===== src/rtl/arbiter_word_packer_if.sv =====
// Byte-in / word-out bus of the arbiter word packer.
// Handshake: a byte is taken on every edge where in_valid=1 (no backpressure);
// a word is popped on every edge where ren=1 and empty=0, and dout/keep are
// then presented with valid=1 for exactly the following cycle.
interface arbiter_word_packer_if;
    logic        in_valid;
    logic [7:0]  in_data;
    logic        flush;
    logic        ren;
    logic [31:0] dout;
    logic [3:0]  keep;
    logic        valid;
    logic        full;
    logic        empty;
    logic        overflow;
    logic [1:0]  dbg_cnt;

    modport master (
        output in_valid, in_data, flush, ren,
        input  dout, keep, valid, full, empty, overflow, dbg_cnt
    );

    modport slave (
        input  in_valid, in_data, flush, ren,
        output dout, keep, valid, full, empty, overflow, dbg_cnt
    );
endinterface


===== src/rtl/arbiter_word_packer.sv =====
// Packs the arbiter byte stream into little-endian 32-bit words with lane masks,
// buffers completed words in a small FIFO and presents them on a registered read port.
module arbiter_word_packer #(
    parameter int DEPTH = 4
) (
    input logic                  clk,
    input logic                  rst_n,
    arbiter_word_packer_if.slave bus
);
    localparam int AW = (DEPTH > 1) ? $clog2(DEPTH) : 1;
    localparam int CW = AW + 1;
    localparam logic [CW-1:0] FULL_CNT = CW'(DEPTH);

    // Packer state
    logic [1:0]  r_cnt;
    logic [31:0] r_asm_data;
    logic [3:0]  r_asm_keep;
    logic [31:0] w_asm_data;
    logic [3:0]  w_asm_keep;
    logic        w_push;

    // Word FIFO state
    logic [35:0]   r_mem [DEPTH];
    logic [AW-1:0] r_wr_ptr;
    logic [AW-1:0] r_rd_ptr;
    logic [CW-1:0] r_count;
    logic          r_overflow;
    logic          w_full;
    logic          w_empty;
    logic          w_pop;
    logic          w_accept;
    logic          w_drop;

    // Output register
    logic [31:0] r_dout;
    logic [3:0]  r_keep;
    logic        r_valid;

    // Incoming byte merged into the assembly word; a same-cycle flush sees it.
    always_comb begin
        w_asm_data = r_asm_data;
        w_asm_keep = r_asm_keep;
        if (bus.in_valid) begin
            w_asm_data[{r_cnt, 3'b000} +: 8] = bus.in_data;
            w_asm_keep[r_cnt]                = 1'b1;
        end
        w_push = (bus.in_valid && (r_cnt == 2'd3))
              || (bus.flush && ((r_cnt != 2'd0) || bus.in_valid));
    end

    assign w_full   = (r_count == FULL_CNT);
    assign w_empty  = (r_count == '0);
    assign w_pop    = bus.ren && !w_empty;
    // A pop frees the slot the same edge, so a full FIFO can still accept.
    assign w_accept = w_push && (!w_full || w_pop);
    assign w_drop   = w_push && w_full && !w_pop;

    always_ff @(posedge clk) begin
        if (!rst_n) begin
            r_cnt      <= 2'd0;
            r_asm_data <= '0;
            r_asm_keep <= '0;
        end else if (w_push) begin
            r_cnt      <= 2'd0;
            r_asm_data <= '0;
            r_asm_keep <= '0;
        end else if (bus.in_valid) begin
            r_cnt      <= r_cnt + 2'd1;
            r_asm_data <= w_asm_data;
            r_asm_keep <= w_asm_keep;
        end
    end

    always_ff @(posedge clk) begin
        if (!rst_n) begin
            for (int i = 0; i < DEPTH; i++) begin
                r_mem[i] <= '0;
            end
            r_wr_ptr   <= '0;
            r_rd_ptr   <= '0;
            r_count    <= '0;
            r_overflow <= 1'b0;
        end else begin
            if (w_pop) begin
                r_rd_ptr <= r_rd_ptr + AW'(1);
            end
            if (w_accept) begin
                r_mem[r_wr_ptr] <= {w_asm_keep, w_asm_data};
                r_wr_ptr        <= r_wr_ptr + AW'(1);
            end
            case ({w_accept, w_pop})
                2'b10:   r_count <= r_count + CW'(1);
                2'b01:   r_count <= r_count - CW'(1);
                default: r_count <= r_count;
            endcase
            if (w_drop) begin
                r_overflow <= 1'b1;
            end
        end
    end

    // When full, wr_ptr == rd_ptr: the read here sees the old entry before the write lands.
    always_ff @(posedge clk) begin
        if (!rst_n) begin
            r_dout  <= '0;
            r_keep  <= '0;
            r_valid <= 1'b0;
        end else begin
            r_valid <= w_pop;
            if (w_pop) begin
                r_dout <= r_mem[r_rd_ptr][31:0];
                r_keep <= r_mem[r_rd_ptr][35:32];
            end
        end
    end

    assign bus.dout     = r_dout;
    assign bus.keep     = r_keep;
    assign bus.valid    = r_valid;
    assign bus.full     = w_full;
    assign bus.empty    = w_empty;
    assign bus.overflow = r_overflow;
    assign bus.dbg_cnt  = r_cnt;
endmodule


===== src/flat_wrapper.sv =====
// flat-port wrapper written by rule: the top's interface ports become plain ports
module arbiter_word_packer_flat 
#(
    parameter int DEPTH = 4
)
  (clk, rst_n, bus_in_valid, bus_in_data, bus_flush, bus_ren, bus_dout, bus_keep, bus_valid, bus_full, bus_empty, bus_overflow, bus_dbg_cnt);
  arbiter_word_packer_if bus_i ();
  input logic clk;
  input logic rst_n;
  input wire logic [$bits(bus_i.in_valid)-1:0] bus_in_valid;
  input wire logic [$bits(bus_i.in_data)-1:0] bus_in_data;
  input wire logic [$bits(bus_i.flush)-1:0] bus_flush;
  input wire logic [$bits(bus_i.ren)-1:0] bus_ren;
  output wire logic [$bits(bus_i.dout)-1:0] bus_dout;
  output wire logic [$bits(bus_i.keep)-1:0] bus_keep;
  output wire logic [$bits(bus_i.valid)-1:0] bus_valid;
  output wire logic [$bits(bus_i.full)-1:0] bus_full;
  output wire logic [$bits(bus_i.empty)-1:0] bus_empty;
  output wire logic [$bits(bus_i.overflow)-1:0] bus_overflow;
  output wire logic [$bits(bus_i.dbg_cnt)-1:0] bus_dbg_cnt;
  assign bus_i.in_valid = bus_in_valid;
  assign bus_i.in_data = bus_in_data;
  assign bus_i.flush = bus_flush;
  assign bus_i.ren = bus_ren;
  assign bus_dout = bus_i.dout;
  assign bus_keep = bus_i.keep;
  assign bus_valid = bus_i.valid;
  assign bus_full = bus_i.full;
  assign bus_empty = bus_i.empty;
  assign bus_overflow = bus_i.overflow;
  assign bus_dbg_cnt = bus_i.dbg_cnt;
  arbiter_word_packer #(.DEPTH(DEPTH)) u_core (.clk(clk), .rst_n(rst_n), .bus(bus_i));
endmodule

===== config.mk =====
export PLATFORM = sky130hd
export DESIGN_NAME = arbiter_word_packer_flat
export DESIGN_NICKNAME = d
export VERILOG_FILES = /design/src/rtl/arbiter_word_packer_if.sv /design/src/rtl/arbiter_word_packer.sv /design/src/flat_wrapper.sv
export SDC_FILE = /design/constraint.sdc
export NUM_CORES = 1
export LEC_CHECK = 0
export CAP_MARGIN = 20
export CORE_ASPECT_RATIO = 1.25
export CORE_MARGIN = 8
export CORE_UTILIZATION = 45
export DETAILED_ROUTE_END_ITERATION = 10
export HOLD_SLACK_MARGIN = 0.15
export SYNTH_ARGS = -nofsm -noshare
export SYNTH_HDL_FRONTEND = slang
export SYNTH_SLANG_ARGS = --single-unit

===== constraint.sdc =====
create_clock -name clk -period 5.9 [get_ports clk]
set_clock_uncertainty 0.15 [all_clocks]
set_input_delay 1.18 -clock clk [delete_from_list [all_inputs] [get_ports clk]]
set_output_delay 1.18 -clock clk [all_outputs]
set_load 0.01 [all_outputs]

-- Word-level counts from Yosys, hierarchy flattened
Memory sizes are Yosys's and may differ from the RTL's. A register that Yosys moved wholly into a read port is not among the register bits.
Cells that the tools add are included.
- register bits: 47
- bits in latches: 0
- word-level logic and storage cells: 57
- ROM bits: 0
- input bits: 13
- output and inout bits: 42
- memories: 1
- memory bits (writable): 144
- $add $sub $neg: 6
- magnitude comparators: 2
- bitwise logic cells: 2
- $mul: 0
- equality and inequality tests: 4
- shifts and indexed selects: 2
- mux-type cells: 13
- reductions and logical operators: 19
- divide/modulo/power cells: 0
- memory list (name ; depth ; bits a word ; rd ports ; clocked after memory_dff ; write ports ; RTL line ; source):
    u_core.r_mem ; 4 ; 36 ; 1 ; 1 ; 4 ; arbiter_word_packer.sv:23 ; logic [35:0] r_mem [DEPTH];
- operators with widths (operator ; count):
    36-bit 2-to-1 mux ; 1
    36-bit OR reduction ; 1
    32-bit bitwise mux ; 1
    32-bit 2-to-1 mux ; 1
    8-bit by 7-bit variable shift with 32-bit output, first input constant ; 1
    8-bit by 7-bit variable part select with 32-bit output ; 1
    1-bit logical AND ; 7
    5-bit negator with 7-bit output ; 1
    2-bit by 1-bit adder with 2-bit output, second input constant ; 3
    1-bit 2-to-1 mux ; 6
    3-bit one-hot mux with 2 select lines ; 1
    2-bit == test, second input constant ; 2
    1-bit logical NOT ; 4
    4-bit 2-to-1 mux ; 1
    4-bit bitwise OR ; 1
    2-bit nonzero test ; 2
    3-bit by 1-bit adder with 3-bit output, second input constant ; 1
    3-bit == test, second input constant ; 1
    3-bit logical NOT ; 1
    1-bit logical OR ; 3
    2-bit by 3-bit < comparator with 1-bit output, second input constant ; 1
    3-bit by 1-bit subtractor with 3-bit output, second input constant ; 1
    1-bit demux with 2-bit select ; 1
    2-bit by 1-bit == test with 1-bit output, second input constant ; 1
    4 further kinds ; 4

-- Depth between registers and ports, before layout
Gate-level depths: netlist of the first run.
- depth after elaboration: 10
- gate-level depth with buffers: 10
- mapped depth without buffers: 9

-- Least setup slack after synthesis of the first run
No wires, ideal clock.
- path kind: input port to flip-flop
- from: in bus_ren
- to: mem u_core.r_mem[0][0] (enable)
- library setup time: 484 ps
- stages: 4
- path buffers: 1
- path slack: 1019 ps
- data required time: 5266 ps
- arrival: 4248 ps
- path through: or4b_1 buf_6 o21ai_4 o31ai_1
- RTL lines (element ; RTL line ; source):
    start, declared ; flat_wrapper.sv:13 ; input wire logic [$bits(bus_i.ren)-1:0] bus_ren;
    end, declared ; arbiter_word_packer.sv:23 ;

==> results of run 1 <==
-- report_power, final --
part           total [W]  switching (W)  internal (W)  leakage (nW)
Clock            0.00135       0.000582      0.000771         0.332
Combinational   0.000714       0.000393      0.000321          1.02
Sequential       0.00189      0.0000661       0.00182          2.18
Total            0.00395        0.00104       0.00291          3.53
-- cell type report --
| cell class | count | area, um2 | share of cell area |
|---|---|---|---|
| multi-input cells | 435 | 2967 | 0.2777 |
| clock buffers | 30 | 611.8 | 0.05727 |
| repair buffers | 68 | 680.7 | 0.06372 |
| flip-flops and latches | 227 | 5987 | 0.5604 |
| clock inverters | 10 | 76.32 | 0.007145 |
| inverters | 6 | 22.52 | 0.002108 |
| well taps | 270 | 337.8 | 0.03162 |
-- cells in the mapped netlist (2+ instances only) --
library cell  number  share of area
dfxtp_1           83           0.18
nor4b_4            2         0.0052
o21a_1             2         0.0016
a21boi_0          36          0.029
o21ai_0            4         0.0022
o31ai_1            3         0.0025
clkbuf_1          11         0.0045
buf_1              6         0.0025
mux2i_1            3         0.0033
ha_1               6         0.0082
nand2b_1           2         0.0014
mux4_2            36          0.088
nand3_2            2         0.0022
nor2_1           177          0.072
buf_4              5         0.0041
inv_1              6         0.0025
and2_1             5         0.0034
or2_1              3         0.0020
xnor2_1            5         0.0048
buf_2             11         0.0060
nor3_1             8         0.0044
buf_6             11          0.013
a21oi_1            3         0.0016
nand2_1           86          0.035
nand2b_2           2         0.0019
nand3b_1           2         0.0016
and3_1             4         0.0027
a22oi_1           32          0.026
edfxtp_1         144           0.47
-- cell families after synthesis --
family,after synthesis,synth area share
AO/OA/AOI/OAI,86,0.07038
XOR/XNOR,5,0.004764
adder cells (fa/ha/maj),7,0.01035
buffers and inverters,50,0.03294
flip-flops,227,0.6512
multiplexers,39,0.09148
AND/OR/NAND/NOR,298,0.1389
-- layer usage --
layer  global-route usage  share of wire
met3              0.02255          0.061
met5                    0              0
met2               0.3061           0.54
met4              0.04436          0.015
met1               0.2017           0.38
-- registers in the layout, indices dropped and copies added, names as in the netlist, 2 cells and up --
name / cells
u_core.bus.keep: 4
u_core.bus.dout: 32
u_core.bus.dbg_cnt: 2
u_core.r_count: 3
u_core.r_wr_ptr: 2
u_core.r_mem: 144
u_core.r_rd_ptr: 2
u_core.r_asm_keep: 4
u_core.r_asm_data: 32
-- per-stage QoR --
step | instance area, um2 | total power, W
after global routing | 10680 | 0.004119
final | 10680 | 0.003955
after detailed placement | 9980 | 0.002651
after global placement | 9952 | 0.002628
after CTS | 10670 | 0.003994
after floorplan | 9191 | 0.002384
-- worst max-delay path, stage by stage --
cell and delay (ns):
clkdlybuf4s50_1 0.49, or4b_1 0.76, nand2b_2 0.19, or2_1 0.62
buf_4 0.37, nor2_1 0.07
-- worst max path at each step --
stage               slack [ns]  cells after the start             endpoint
floorplan                 1.02                      4   u_core.r_mem[0][0]
global placement          1.82                      6   u_core.r_mem[2][0]
detailed placement        1.75                      6  u_core.r_mem[2][11]
CTS                       2.27                      6  u_core.r_mem[2][11]
global route              2.16                      6   u_core.r_mem[2][1]
finish                    2.30                      6  u_core.r_mem[2][11]
==> metrics.yaml, run 1 <==
outcome:
  status: "complete, no violations"
detailed_routing:
  firstDrtPassIters: 4
  vias: 5579
  drc: 0
  ant_nets: 0
  post_drt_wl_per_cell_um: 19.78
  vias_per_cell: 5.334
  drt_iter0_markers: 460
  wirelength_mm: 20.69
cts:
  hold_buffers: 0
  clockBufferDepth: 3
  cts.sinks: 227
  insertion_delay_ns: 0.50
  cts_root_buf: "clkbuf_16"
  cts_resized: 0
  cts.repair_timing.setup_buffer_count: 0
  cts_made_buffers: 22
  clk_pin_slew_worst_paths_ns: 0.06
  tritoncts: "built"
  cts-htree-levels: 1
critical_path:
  reg2reg_to: "u_core.r_mem[3][19]"
  startpoint: "bus_ren"
  cp.required_ns: 5.99
  rr_worst_depth: 6
  cp_max_fo: 17
  arrival_ns: 3.69
  endpoint_kind: "register"
  critPathLaunchType: "input port"
  critPathKind: "input port to register"
  worstReg2RegStart: "u_core.bus.dbg_cnt[0]"
  r2r_slack_ns: 2.59
cells_and_area:
  layout.nets: 780
  diodes: 0
  layout_common_cells: "177 x nor2_1, 144 x edfxtp_1, 86 x nand2_1, 82 x dfxtp_1, 53 x clkdlybuf4s50_1"
  fill_cells: 1759
  drive_gt1_frac: 0.1302
  final_util: 0.5314
  final_cells: 1046
  mostFrequentLayoutCell: "nor2_1"
  area_delta_synth_final_pct: 16.23
timing:
  fin_crit_ns: 3.603
  worst_pin_slew_ns: 0.9077
  hold_violations: 0
  rsz0062_at_grt: "false"
  finalCritPeriodShare: 0.6107
  fmax_mhz: 277.5
  fin_ws_ns: 2.297
  relSlewSlack: 0.3942
  hold_ws_ns: 0.3095
  final-setup-viol-count: 0
  slew_viol_final: 0
  finalSetupTns_ns: 0
synth:
  ys_seq_area_frac: 0.6512
  async_flop_share: 0
  ys_ff_latch: 227
  syn-num-nets: 732
  ys_warn_count: 0
  synth-edff-count: 144
  syn_area_per_cell_um2: 12.91
  synth_cell_types: 41
  synthFlopType: "edfxtp_1"
  syn_area_um2: 9191
  syn_inst: 712
global_routing:
  grt_start_max_net_pins: 57
  antenna_found_initial: 0
  track_usage: 0.1679
  overflow: 0
  grt_pass1_wl_mm: 32.82
  grt_pass1_vias: 5984
power_and_ir_drop:
  p_leak_nw: 3.531
  power.density_nw_per_um2: 370.2
  vdd_ir_drop_max_uv: 203.4
place:
  dp_hpwl_mm: 13.26
  post-place-ws_ns: 1.751
  port_buffers: 54
  place.gp.congestion: 0.7956
  dpl.cell_count: 1005
die:
  die_width_um: 143.8
  die_h_um: 175.8
  start_util: 0.4572
  io_pins: 55
  core_um2: 20100
  die_area_um2: 25280
  rows: 58
hold_path:
  hold_end: "u_core.bus.dout[1]"
  hp-class: "register to register"
  min_from: "u_core.bus.dout[1]"
  worstHoldPathCells: 2
run:
  cap_violations: 0
Power figures use the tool's default switching activity.
==> run 2: changes to the inputs <==
clock period = 3.33 ns   (was 5.9 ns; I/O delays follow)
==> run 2 against run 1 <==
  * First-iteration DRC count decreased by 23%
  * Flip-flop and latch count unchanged
  * Register-to-register slack got worse by 1.9 ns
  * Final cell count increased by 0.57%
  * Combinational power increased by 83%
  * Utilization increased by 0.59 points
  * Power increased by 79%
  * Highest routed layer unchanged
  * Non-clock buffer count increased by 7
==> metrics.yaml, run 2 (same netlist as run 1, synthesis figures left out) <==
detailed_routing:
  vias: 5631  # +0.93%
  vias_per_cell: 5.353  # +0.36%
  ant_nets: 0  # unchanged
  post_drt_wl_per_cell_um: 19.90  # +0.60%
  wirelength_mm: 20.93  # +1.2%
  drc: 0  # unchanged
  drt_iter0_markers: 352  # -23%
  firstDrtPassIters: 4  # unchanged
cts:
  cts-htree-levels: 1  # unchanged
  cts_resized: 0  # unchanged
  cts_root_buf: "clkbuf_16"
  insertion_delay_ns: 0.49  # about the same
  hold_buffers: 0  # unchanged
  clk_pin_slew_worst_paths_ns: 0.06  # about the same
  tritoncts: "built"
  cts.repair_timing.setup_buffer_count: 0  # unchanged
  cts.sinks: 227  # unchanged
  cts_made_buffers: 23  # +4.5%
  clockBufferDepth: 3  # unchanged
hold_path:
  min_from: "u_core.bus.dout[14]"
  hp-class: "register to register"
timing:
  fmax_mhz: 379.6
  worst_pin_slew_ns: 0.6200  # -0.2877 ns
  relSlewSlack: 0.5849  # +0.1908
  fin_ws_ns: 0.6955  # -1.601 ns
  fin_crit_ns: 2.635
  rsz0062_at_grt: "false"
  slew_viol_final: 0  # unchanged
  hold_violations: 0  # unchanged
  final-setup-viol-count: 0  # unchanged
  finalCritPeriodShare: 0.7912
die:
  start_util: 0.4572  # unchanged
  rows: 58  # unchanged
  core_um2: 20100  # unchanged
  die_area_um2: 25280  # unchanged
  die_h_um: 175.8  # unchanged
  io_pins: 55  # unchanged
  die_width_um: 143.8  # unchanged
outcome:
  status: "complete, no violations"
critical_path:
  critPathLaunchType: "register"
  cp.required_ns: 3.53  # -2.46 ns
  arrival_ns: 2.83  # -0.86 ns
  slowest_stage: "ha_1"
  cp_slowest_stage_delay_ns: 0.53  # -0.23 ns
  critPathKind: "register to register"
  endpoint_kind: "register"
  cp_max_fo: 9  # -8
  startpoint: "u_core.bus.dbg_cnt[0]"
  worstReg2RegStart: "u_core.bus.dbg_cnt[0]"
  crit_chain: "inv_1 -> ha_1 -> nand2_1 -> nor3_2 -> a22oi_1 -> nor2_1"
cells_and_area:
  stdcell_area_um2: 10800  # +1.1%
  layout_common_cells: "177 x nor2_1, 144 x edfxtp_1, 86 x nand2_1, 82 x dfxtp_1, 53 x clkdlybuf4s50_1"
  area_delta_synth_final_pct: 17.51
  diodes: 0  # unchanged
  mostFrequentLayoutCell: "nor2_1"
  fill_cells: 1751  # -0.45%
  drive_gt1_frac: 0.1419  # +0.01179
  largest_reg_flops: 144  # unchanged
  final_cells: 1052  # +0.57%
  layout.nets: 788  # +1.0%
  largest-register: "u_core.r_mem"
global_routing:
  grt_start_max_net_pins: 47  # -18%
  grt_pass1_vias: 5980  # -0.067%
  grt_pass1_wl_mm: 33.02  # +0.61%
  antenna_found_initial: 0  # unchanged
  overflow: 0  # unchanged
  track_usage: 0.1698  # +0.001905
power_and_ir_drop:
  p_leak_nw: 3.607  # +2.1%
  total_power_w: 0.007084  # +79%
  vdd_ir_drop_max_uv: 349.5  # +72%
  power.density_nw_per_um2: 655.9  # +77%
place:
  post-place-ws_ns: 0.3408  # -1.410 ns
  dp_hpwl_mm: 12.76  # -3.8%
  place.gp.congestion: 0.7974  # +0.23%
  dpl.cell_count: 1013  # +0.80%
  port_buffers: 54  # unchanged
  dpl_cell_area_um2: 10090  # +1.2%
run:
  cap_violations: 0  # unchanged
[run 2: cell types whose count changed in the layout (fill, tap and decap cells not counted), sizes merged]
cell | previous run | this run
clkinvlp | 2 | 0
clkbuf | 30 | 34
bufinv | 1 | 0
buf | 15 | 22
clkinv | 7 | 5
[run 2: critical path: cells and delay by family (launching register included)]
family                     cells  cell delay (ns)
AOI/OAI and AO/OA              1             0.27
DFF                            1             0.31
and+or+nand+nor                3             1.01
buffers and inverters          1             0.21
adders and majority gates      1             0.53
[run 2: cell type report]
cell class                      count  area [um2]  share of cell area
Sequential cell                   227        5987              0.5543
Multi-Input combinational cell    435        2967              0.2747
Timing Repair Buffer               75       780.7             0.07229
Clock buffer                       34       676.9             0.06267
Tap cell                          270       337.8             0.03128
Clock inverter                      5       28.78            0.002664
Inverter                            6       22.52            0.002085
[run 2: worst paths after layout]
path	cells after the start	slack (ns)	to
min reg2reg	2	0.31	u_core.bus.dout[14]
min	2	0.31	u_core.bus.dout[14]
max	6	0.70	u_core.r_mem[1][0]
max reg2reg	6	0.70	u_core.r_mem[1][0]
[run 2: layer usage]
metal | GRT usage | up-vias | part of all wire
met2 | 0.3120 | 136 | 0.53
met5 | 0 | - | 0
met1 | 0.2011 | 2823 | 0.40
met3 | 0.02391 | 26 | 0.052
met4 | 0.04523 | 0 | 0.016
li1 | - | 2646 | -
[run 2: report_power, final]
group	total (W)	leakage, nW	switching, W	internal, W
clock network	0.00241	0.352	0.00101	0.00140
registers	0.00337	2.18	0.000141	0.00323
logic	0.00131	1.08	0.000708	0.000598
[run 2: through the flow]
| stage | hold slack, ns | TNS, ns | util |
|---|---|---|---|
| finish | 0.3101 | 0 | 0.5373 |
| global route | 0.3435 | 0 | 0.5373 |
| CTS | 0.3160 | 0 | 0.5373 |
| detailed placement | 0.3063 | 0 | 0.5022 |
| global placement | 0.2959 | 0 | 0.5022 |
| floorplan | 0.2816 | -57.74 | - |
